[src/rtl/wb_tc8_pkg.sv]
// Shared constants for the wb_tc8 timer/counter: register addresses,
// CTRL/STATUS bit positions and the counter width.
package wb_tc8_pkg;

    localparam int CNT_W = 16;

    localparam logic [7:0] ADR_CTRL   = 8'h00;
    localparam logic [7:0] ADR_PRESC  = 8'h01;
    localparam logic [7:0] ADR_TOP_L  = 8'h02;
    localparam logic [7:0] ADR_TOP_H  = 8'h03;
    localparam logic [7:0] ADR_CMP_L  = 8'h04;
    localparam logic [7:0] ADR_CMP_H  = 8'h05;
    localparam logic [7:0] ADR_CNT_L  = 8'h06;
    localparam logic [7:0] ADR_CNT_H  = 8'h07;
    localparam logic [7:0] ADR_CAP_L  = 8'h08;
    localparam logic [7:0] ADR_CAP_H  = 8'h09;
    localparam logic [7:0] ADR_STATUS = 8'h0A;

    localparam int CTRL_EN     = 0;
    localparam int CTRL_OC_EN  = 1;
    localparam int CTRL_CLR    = 2;
    localparam int CTRL_IC_EN  = 3;
    localparam int CTRL_IE_OVF = 4;
    localparam int CTRL_IE_CMP = 5;
    localparam int CTRL_IE_IC  = 6;

    localparam int ST_OVF = 0;
    localparam int ST_CMP = 1;
    localparam int ST_IC  = 2;
    localparam int ST_W   = 3;

endpackage

[src/rtl/wb_tc8_sync_edge.sv]
// Two-flop synchronizer for an asynchronous input followed by a registered
// rising-edge pulse. A high level sampled at edge k yields pulse=1 during the
// cycle after edge k+2.
module wb_tc8_sync_edge (
    input  logic clk,
    input  logic rst,
    input  logic din,
    output logic pulse
);

    logic [1:0] sync_reg;
    logic       prev_reg;
    logic       pulse_reg;

    // Synchronize, remember the previous synchronized level, register the edge.
    always_ff @(posedge clk) begin
        if (rst) begin
            sync_reg  <= 2'b00;
            prev_reg  <= 1'b0;
            pulse_reg <= 1'b0;
        end else begin
            sync_reg  <= {sync_reg[0], din};
            prev_reg  <= sync_reg[1];
            pulse_reg <= sync_reg[1] & ~prev_reg;
        end
    end

    assign pulse = pulse_reg;

endmodule

[src/rtl/wb_tc8.sv]
// Wishbone classic responder with an 8-bit register file controlling a 16-bit
// prescaled timer/counter with compare toggle output, input capture and a
// level interrupt.
module wb_tc8
    import wb_tc8_pkg::*;
#(
    parameter logic [CNT_W-1:0] RESET_TOP = 16'hFFFF,
    parameter logic [CNT_W-1:0] RESET_CMP = 16'hFFFF
) (
    input  logic       clk,
    input  logic       rst,
    input  logic       wb_cyc_i,
    input  logic       wb_stb_i,
    input  logic       wb_we_i,
    input  logic [7:0] wb_adr_i,
    input  logic [7:0] wb_dat_i,
    output logic [7:0] wb_dat_o,
    output logic       wb_ack_o,
    input  logic       tc_ic,
    output logic       tc_oc,
    output logic       tc_int
);

    // Bus state
    logic             ack_reg;
    logic [7:0]       dat_reg;

    // Register file
    logic [6:0]       ctrl_reg;
    logic [7:0]       presc_reg;
    logic [CNT_W-1:0] top_reg;
    logic [CNT_W-1:0] cmp_reg;
    logic [7:0]       top_stage_reg;
    logic [7:0]       cmp_stage_reg;
    logic [7:0]       cnt_shadow_reg;
    logic [7:0]       cap_shadow_reg;
    logic [ST_W-1:0]  status_reg;
    logic [ST_W-1:0]  status_next;

    // Timer state
    logic [CNT_W-1:0] cnt_reg;
    logic [7:0]       pcnt_reg;
    logic [CNT_W-1:0] cap_reg;
    logic             oc_reg;
    logic             int_reg;

    logic             bus_req;
    logic             bus_wr;
    logic             bus_rd;
    logic [7:0]       rd_data;
    logic             clr;
    logic             tick;
    logic             cnt_upd;
    logic             wrap_hit;
    logic             cmp_hit;
    logic             ic_pulse;
    logic             cap_hit;
    logic [ST_W-1:0]  flag_set;
    logic [ST_W-1:0]  flag_clr;

    wb_tc8_sync_edge u_sync_edge (
        .clk   (clk),
        .rst   (rst),
        .din   (tc_ic),
        .pulse (ic_pulse)
    );

    // A request is only accepted while ack is low, so held strobes ack every other cycle.
    assign bus_req = wb_cyc_i & wb_stb_i & ~ack_reg;
    assign bus_wr  = bus_req & wb_we_i;
    assign bus_rd  = bus_req & ~wb_we_i;

    // CLR overrides a tick landing on the same edge.
    assign clr      = bus_wr && (wb_adr_i == ADR_CTRL) && wb_dat_i[CTRL_CLR];
    assign tick     = ctrl_reg[CTRL_EN] && (pcnt_reg == presc_reg);
    assign cnt_upd  = tick && !clr;
    assign wrap_hit = cnt_upd && (cnt_reg == top_reg);
    assign cmp_hit  = cnt_upd && (cnt_reg == cmp_reg);
    assign cap_hit  = ic_pulse && ctrl_reg[CTRL_IC_EN];

    assign flag_set = {cap_hit, cmp_hit, wrap_hit};
    assign flag_clr = (bus_wr && (wb_adr_i == ADR_STATUS)) ? wb_dat_i[ST_W-1:0] : '0;

    // Per-flag next state: a hardware set wins over a write-1-to-clear.
    for (genvar gi = 0; gi < ST_W; gi++) begin : g_flag
        assign status_next[gi] = flag_set[gi] | (status_reg[gi] & ~flag_clr[gi]);
    end

    // Read data mux; 16-bit high halves come from shadows latched by the low read.
    always_comb begin
        rd_data = 8'h00;
        case (wb_adr_i)
            ADR_CTRL:   rd_data = {1'b0, ctrl_reg};
            ADR_PRESC:  rd_data = presc_reg;
            ADR_TOP_L:  rd_data = top_reg[7:0];
            ADR_TOP_H:  rd_data = top_reg[15:8];
            ADR_CMP_L:  rd_data = cmp_reg[7:0];
            ADR_CMP_H:  rd_data = cmp_reg[15:8];
            ADR_CNT_L:  rd_data = cnt_reg[7:0];
            ADR_CNT_H:  rd_data = cnt_shadow_reg;
            ADR_CAP_L:  rd_data = cap_reg[7:0];
            ADR_CAP_H:  rd_data = cap_shadow_reg;
            ADR_STATUS: rd_data = {{(8-ST_W){1'b0}}, status_reg};
            default:    rd_data = 8'h00;
        endcase
    end

    // Bus handshake, register writes and read-side shadow latching.
    always_ff @(posedge clk) begin
        if (rst) begin
            ack_reg        <= 1'b0;
            dat_reg        <= 8'h00;
            ctrl_reg       <= 7'h00;
            presc_reg      <= 8'h00;
            top_reg        <= RESET_TOP;
            cmp_reg        <= RESET_CMP;
            top_stage_reg  <= 8'h00;
            cmp_stage_reg  <= 8'h00;
            cnt_shadow_reg <= 8'h00;
            cap_shadow_reg <= 8'h00;
        end else begin
            ack_reg <= bus_req;
            if (bus_req) begin
                dat_reg <= rd_data;
            end
            if (bus_rd && (wb_adr_i == ADR_CNT_L)) begin
                cnt_shadow_reg <= cnt_reg[15:8];
            end
            if (bus_rd && (wb_adr_i == ADR_CAP_L)) begin
                cap_shadow_reg <= cap_reg[15:8];
            end
            if (bus_wr) begin
                case (wb_adr_i)
                    ADR_CTRL:  ctrl_reg      <= wb_dat_i[6:0] & ~(7'd1 << CTRL_CLR);
                    ADR_PRESC: presc_reg     <= wb_dat_i;
                    ADR_TOP_L: top_stage_reg <= wb_dat_i;
                    ADR_TOP_H: top_reg       <= {wb_dat_i, top_stage_reg};
                    ADR_CMP_L: cmp_stage_reg <= wb_dat_i;
                    ADR_CMP_H: cmp_reg       <= {wb_dat_i, cmp_stage_reg};
                    default:   ;
                endcase
            end
        end
    end

    // Prescaler, counter, compare toggle, capture, flags and interrupt.
    always_ff @(posedge clk) begin
        if (rst) begin
            pcnt_reg   <= 8'h00;
            cnt_reg    <= '0;
            cap_reg    <= '0;
            oc_reg     <= 1'b0;
            status_reg <= '0;
            int_reg    <= 1'b0;
        end else begin
            if (clr) begin
                pcnt_reg <= 8'h00;
                cnt_reg  <= '0;
            end else if (ctrl_reg[CTRL_EN]) begin
                pcnt_reg <= (pcnt_reg == presc_reg) ? 8'h00 : pcnt_reg + 8'd1;
                if (tick) begin
                    cnt_reg <= (cnt_reg == top_reg) ? '0 : cnt_reg + 16'd1;
                end
            end
            if (cmp_hit && ctrl_reg[CTRL_OC_EN]) begin
                oc_reg <= ~oc_reg;
            end
            if (cap_hit) begin
                cap_reg <= cnt_reg;
            end
            status_reg <= status_next;
            int_reg    <= |(status_reg & {ctrl_reg[CTRL_IE_IC], ctrl_reg[CTRL_IE_CMP],
                                          ctrl_reg[CTRL_IE_OVF]});
        end
    end

    assign wb_ack_o = ack_reg;
    assign wb_dat_o = dat_reg;
    assign tc_oc    = oc_reg;
    assign tc_int   = int_reg;

endmodule

[config.mk]
export PLATFORM = sky130hd
export DESIGN_NAME = wb_tc8
export DESIGN_NICKNAME = d
export VERILOG_FILES = /design/src/rtl/wb_tc8_pkg.sv /design/src/rtl/wb_tc8_sync_edge.sv /design/src/rtl/wb_tc8.sv
export SDC_FILE = /design/constraint.sdc
export NUM_CORES = 1
export LEC_CHECK = 0
export BUFFER_PORTS_ARGS = -buffer_cell sky130_fd_sc_hd__buf_2
export CAP_MARGIN = 20
export CORE_AREA = 2 2 88 174
export CTS_CLUSTER_DIAMETER = 80
export DETAILED_ROUTE_END_ITERATION = 10
export DIE_AREA = 0 0 90 176
export PLACE_DENSITY = 0.64
export SLEW_MARGIN = 20
export SYNTH_ARGS = -nofsm -noshare
export SYNTH_HDL_FRONTEND = slang
export SYNTH_SLANG_ARGS = --single-unit
[constraint.sdc]
create_clock -name clk -period 2.15 [get_ports clk]
set_input_delay 0.43 -clock clk [delete_from_list [all_inputs] [get_ports clk]]
set_output_delay 0.43 -clock clk [all_outputs]
set_load 0.03 [all_outputs]
==> impl_metrics.csv <==
group,metric,value,unit
outcome,status,"finished clean",
floorplanning,design.core.area,14430,um^2
clocking,path_clk_slew,0.06,ns
route,met2_length,11250,um
sta,post-route-min-period,1.964,ns
floorplanning,die-area,15840,um^2
route,drtIter0Drc,526,
placement,dp_hpwl,16650,um
floorplanning,initial_utilization,0.4425,
hold_path,hold_depth,2,
placement,pre_cts_ws,-0.1264,ns
hold_path,hp-class,"in2reg",
worst_setup_path,critPathTopFamily,"simple AND/OR/NAND/NOR gates",
yosys,avgSynthCellArea,8.758,um^2
yosys,yosys_warnings,0,
route,top_layer_used,"met4",
placement,io_buffer_count,32,
placement,gp_congestion,1.029,
worst_setup_path,crit_fanout,5,
worst_setup_path,regToRegStartpoint,"cnt_reg[9]",
route,num_vias,5743,
floorplanning,fp.dieW,90,um
worst_setup_path,reg2reg_to,"tc_oc",
route,drt_wl_total,21390,um
yosys,synthFlopType,"dfxtp_1",
clocking,clock_sinks,136,
yosys,synth_cell_types,56,
sta,finalSetupViolations,0,
route,ant_nets,0,
yosys,synth_edf_count,0,
global_routing,grt.overflow.total,0,
worst_setup_path,start_kind,"flop",
power_and_ir_drop,ir_drop,535.3,uV
worst_setup_path,crit_path_end_kind,"flop",
worst_setup_path,path_buf_inv,0,
worst_setup_path,crit_path_frequent_cell,"nand4_1",
yosys,async_flop_share,0,
power_and_ir_drop,p_int,4469,uW
yosys,ys_ff_latch,136,
layout,nFillCells,1390,
power_and_ir_drop,power.density,752.8,nW/um^2
sta,tightest_slew,0.7120,ns
yosys,synth.net_count,753,
floorplanning,pin_count,33,
layout,drive_gt1_frac,0.1713,
route,dr.pass1.iters,5,
sta,slew-limit-headroom,0.5253,
sta,hold_viol,0,
clocking,ctsHoldBuffers,0,
sta,skew,0.007706,ns
sta,final.setup.worst_slack,0.1856,ns
worst_setup_path,rr_worst_depth,5,
worst_setup_path,slowest_stage,"dfxtp_1",
worst_setup_path,cpPeakStageDelay,0.59,ns
route,m1WireLength,7251,um
global_routing,grt_max_degree,41,
power_and_ir_drop,p_sw,1286,uW
global_routing,grt_usage,0.2739,
global_routing,grt_first_pass_wirelength,32270,um
floorplanning,die_height,176,um
worst_setup_path,rrSetupSlack,0.19,ns
yosys,synth_seq_area_share,0.4264,
sta,slew_viol_final,0,
yosys,syn_inst,729,
worst_setup_path,cp.required,2.46,ns
worst_setup_path,crit_chain,"xnor2_1, nand4_1, nor4_1, nand4_1, mux2i_1",
sta,fin_crit_sh,0.9137,
route,drc,0,
global_routing,antenna_found_initial,0,
hold_path,hp-start,"tc_ic",
layout,area_delta_synth_final,19.73,%
power_and_ir_drop,p_sw_frac,0.2234,
floorplanning,num_rows,62,
sta,rsz0062_at_grt,"no",
power_and_ir_drop,clock_power_share,0.513,
route,wl_met3,1061,um
clocking,numCtsBuffers,17,
route,wl_per_cell,21.69,um
clocking,root_buffer,"clkbuf_16",
clocking,htreeDepth,4,
run,cap_violations,0,
sta,maxClockFrequency,0.5091,GHz
worst_setup_path,criticalPathCategory,"reg2reg",
hold_path,hold_end,"u_sync_edge.sync_reg[0]",
clocking,clk-insertion-delay-late,0.42,ns
clocking,cts_tree,"done",
yosys,netlist_area,6385,um^2
layout,nets,806,
power_and_ir_drop,seqPwrFrac,0.439,
layout,n_antenna_cell,0,
route,viasPerCell,5.825,
global_routing,first_global_vias,5517,
power_and_ir_drop,p_comb_frac,0.048,
worst_setup_path,cp_data_arrival_time,2.27,ns
power_and_ir_drop,p_leak,0.003057,uW
sta,setup_tns,0,ns
clocking,cts_buffer_depth,2,
==> power groups by stage <==
stage	clock network (uW)	logic [uW]	registers (uW)
floorplan	0	131	2580
finish	2950	275	2530
detailed placement	0	266	2580
global placement	0	265	2580
CTS	2990	268	2530
global route	3100	285	2530
==> layer usage <==
metal  track usage  vias up
met2        0.4972      256
li1              -     2658
met4        0.2122        0
met1        0.2723     2744
met3       0.04994       85
met5             0        -
==> what timing repair did <==
action / 4_1_cts / 5_1_grt
setup buffers: 0 / 0
gates resized for setup: 0 / 1
endpoints found under the hold margin: 0 / 0
setup endpoints to repair: 0 / 11
==> cells in the mapped netlist (5+ instances only) <==
| master | instances | share of area |
|---|---|---|
| a21oi_1 | 45 | 0.035 |
| a22o_1 | 7 | 0.0096 |
| a32oi_1 | 11 | 0.015 |
| and2_1 | 7 | 0.0069 |
| and3_1 | 8 | 0.0078 |
| buf_2 | 6 | 0.0047 |
| clkbuf_1 | 46 | 0.027 |
| dfxtp_1 | 136 | 0.43 |
| inv_1 | 5 | 0.0029 |
| mux2i_1 | 69 | 0.11 |
| nand2_1 | 109 | 0.064 |
| nand3_1 | 34 | 0.027 |
| nand4_1 | 20 | 0.020 |
| nor2_1 | 57 | 0.034 |
| nor2b_1 | 9 | 0.0088 |
| nor3_1 | 7 | 0.0055 |
| nor4_1 | 13 | 0.013 |
| o21ai_0 | 7 | 0.0055 |
| xnor2_1 | 55 | 0.075 |
| xor2_1 | 5 | 0.0069 |
==> cells by family (layout without fill, tap and decap cells) <==
kind of cell / Yosys count / after routing / share of synthesized area
multiplexers: 74 / 74 / 0.1205
AO/OA/AOI/OAI: 103 / 103 / 0.1074
buffers and inverters: 65 / 130 / 0.04292
AND/OR/NAND/NOR: 289 / 289 / 0.2165
adder cells (fa/ha/maj): 2 / 2 / 0.003919
XOR/XNOR: 60 / 60 / 0.08230
flip-flops: 136 / 136 / 0.4264
==> worst max path at each step <==
stage / from / endpoint / slack [ns] / cells after the start
after floorplan: wb_adr_i[5] / cmp_reg[11] / 0.004 / 7
after global placement: wb_adr_i[5] / cmp_stage_reg[6] / -0.08 / 6
after detailed placement: wb_adr_i[5] / cmp_stage_reg[7] / -0.13 / 6
after CTS: cnt_reg[12] / cnt_reg[7] / 0.12 / 6
after global routing: cnt_reg[6] / tc_oc / 0.11 / 5
final: cnt_reg[9] / tc_oc / 0.19 / 5
==> worst register-to-register path: stages, from the launching register on <==
cell	delay [ns]
dfxtp_1	0.59
xnor2_1	0.17
nand4_1	0.12
nor4_1	0.56
nand4_1	0.24
mux2i_1	0.17
==> stage by stage <==
step	area, um^2	std cells	hold slack [ns]	util	total power (uW)
2_1_floorplan	6385	729	0.3674	-	2714
3_3_place_gp	7042	955	0.3714	0.4880	2846
3_5_place_dp	7042	955	0.3759	0.4880	2848
4_1_cts	7639	986	0.2411	0.5294	5781
5_1_grt	7645	986	0.2626	0.5298	5906
6_report	7645	986	0.2475	0.5298	5755
==> cell type report <==
class	count	area, um^2	area share
multi-input cells	528	3395	0.4440
flip-flops and latches	136	2723	0.3561
repair buffers	93	668.1	0.08740
clock buffers	20	446.7	0.05843
well taps	192	240.2	0.03142
clock inverters	11	150.1	0.01964
inverters	6	22.52	0.002946
==> placed cells by master, fill, tap and decap left out, types with 7 or more instances in the layout <==
master,instances
nand2_1,109
o21ai_0,7
buf_4,57
and2_1,7
nand3_1,34
mux2i_1,69
and3_1,8
buf_2,32
xnor2_1,55
clkbuf_16,17
dfxtp_1,136
nor4_1,12
nor2b_1,9
nor3_1,7
a21oi_1,45
nor2_1,57
nand4_1,20
a22o_1,7
a32oi_1,11
Power figures use the tool's default switching activity.
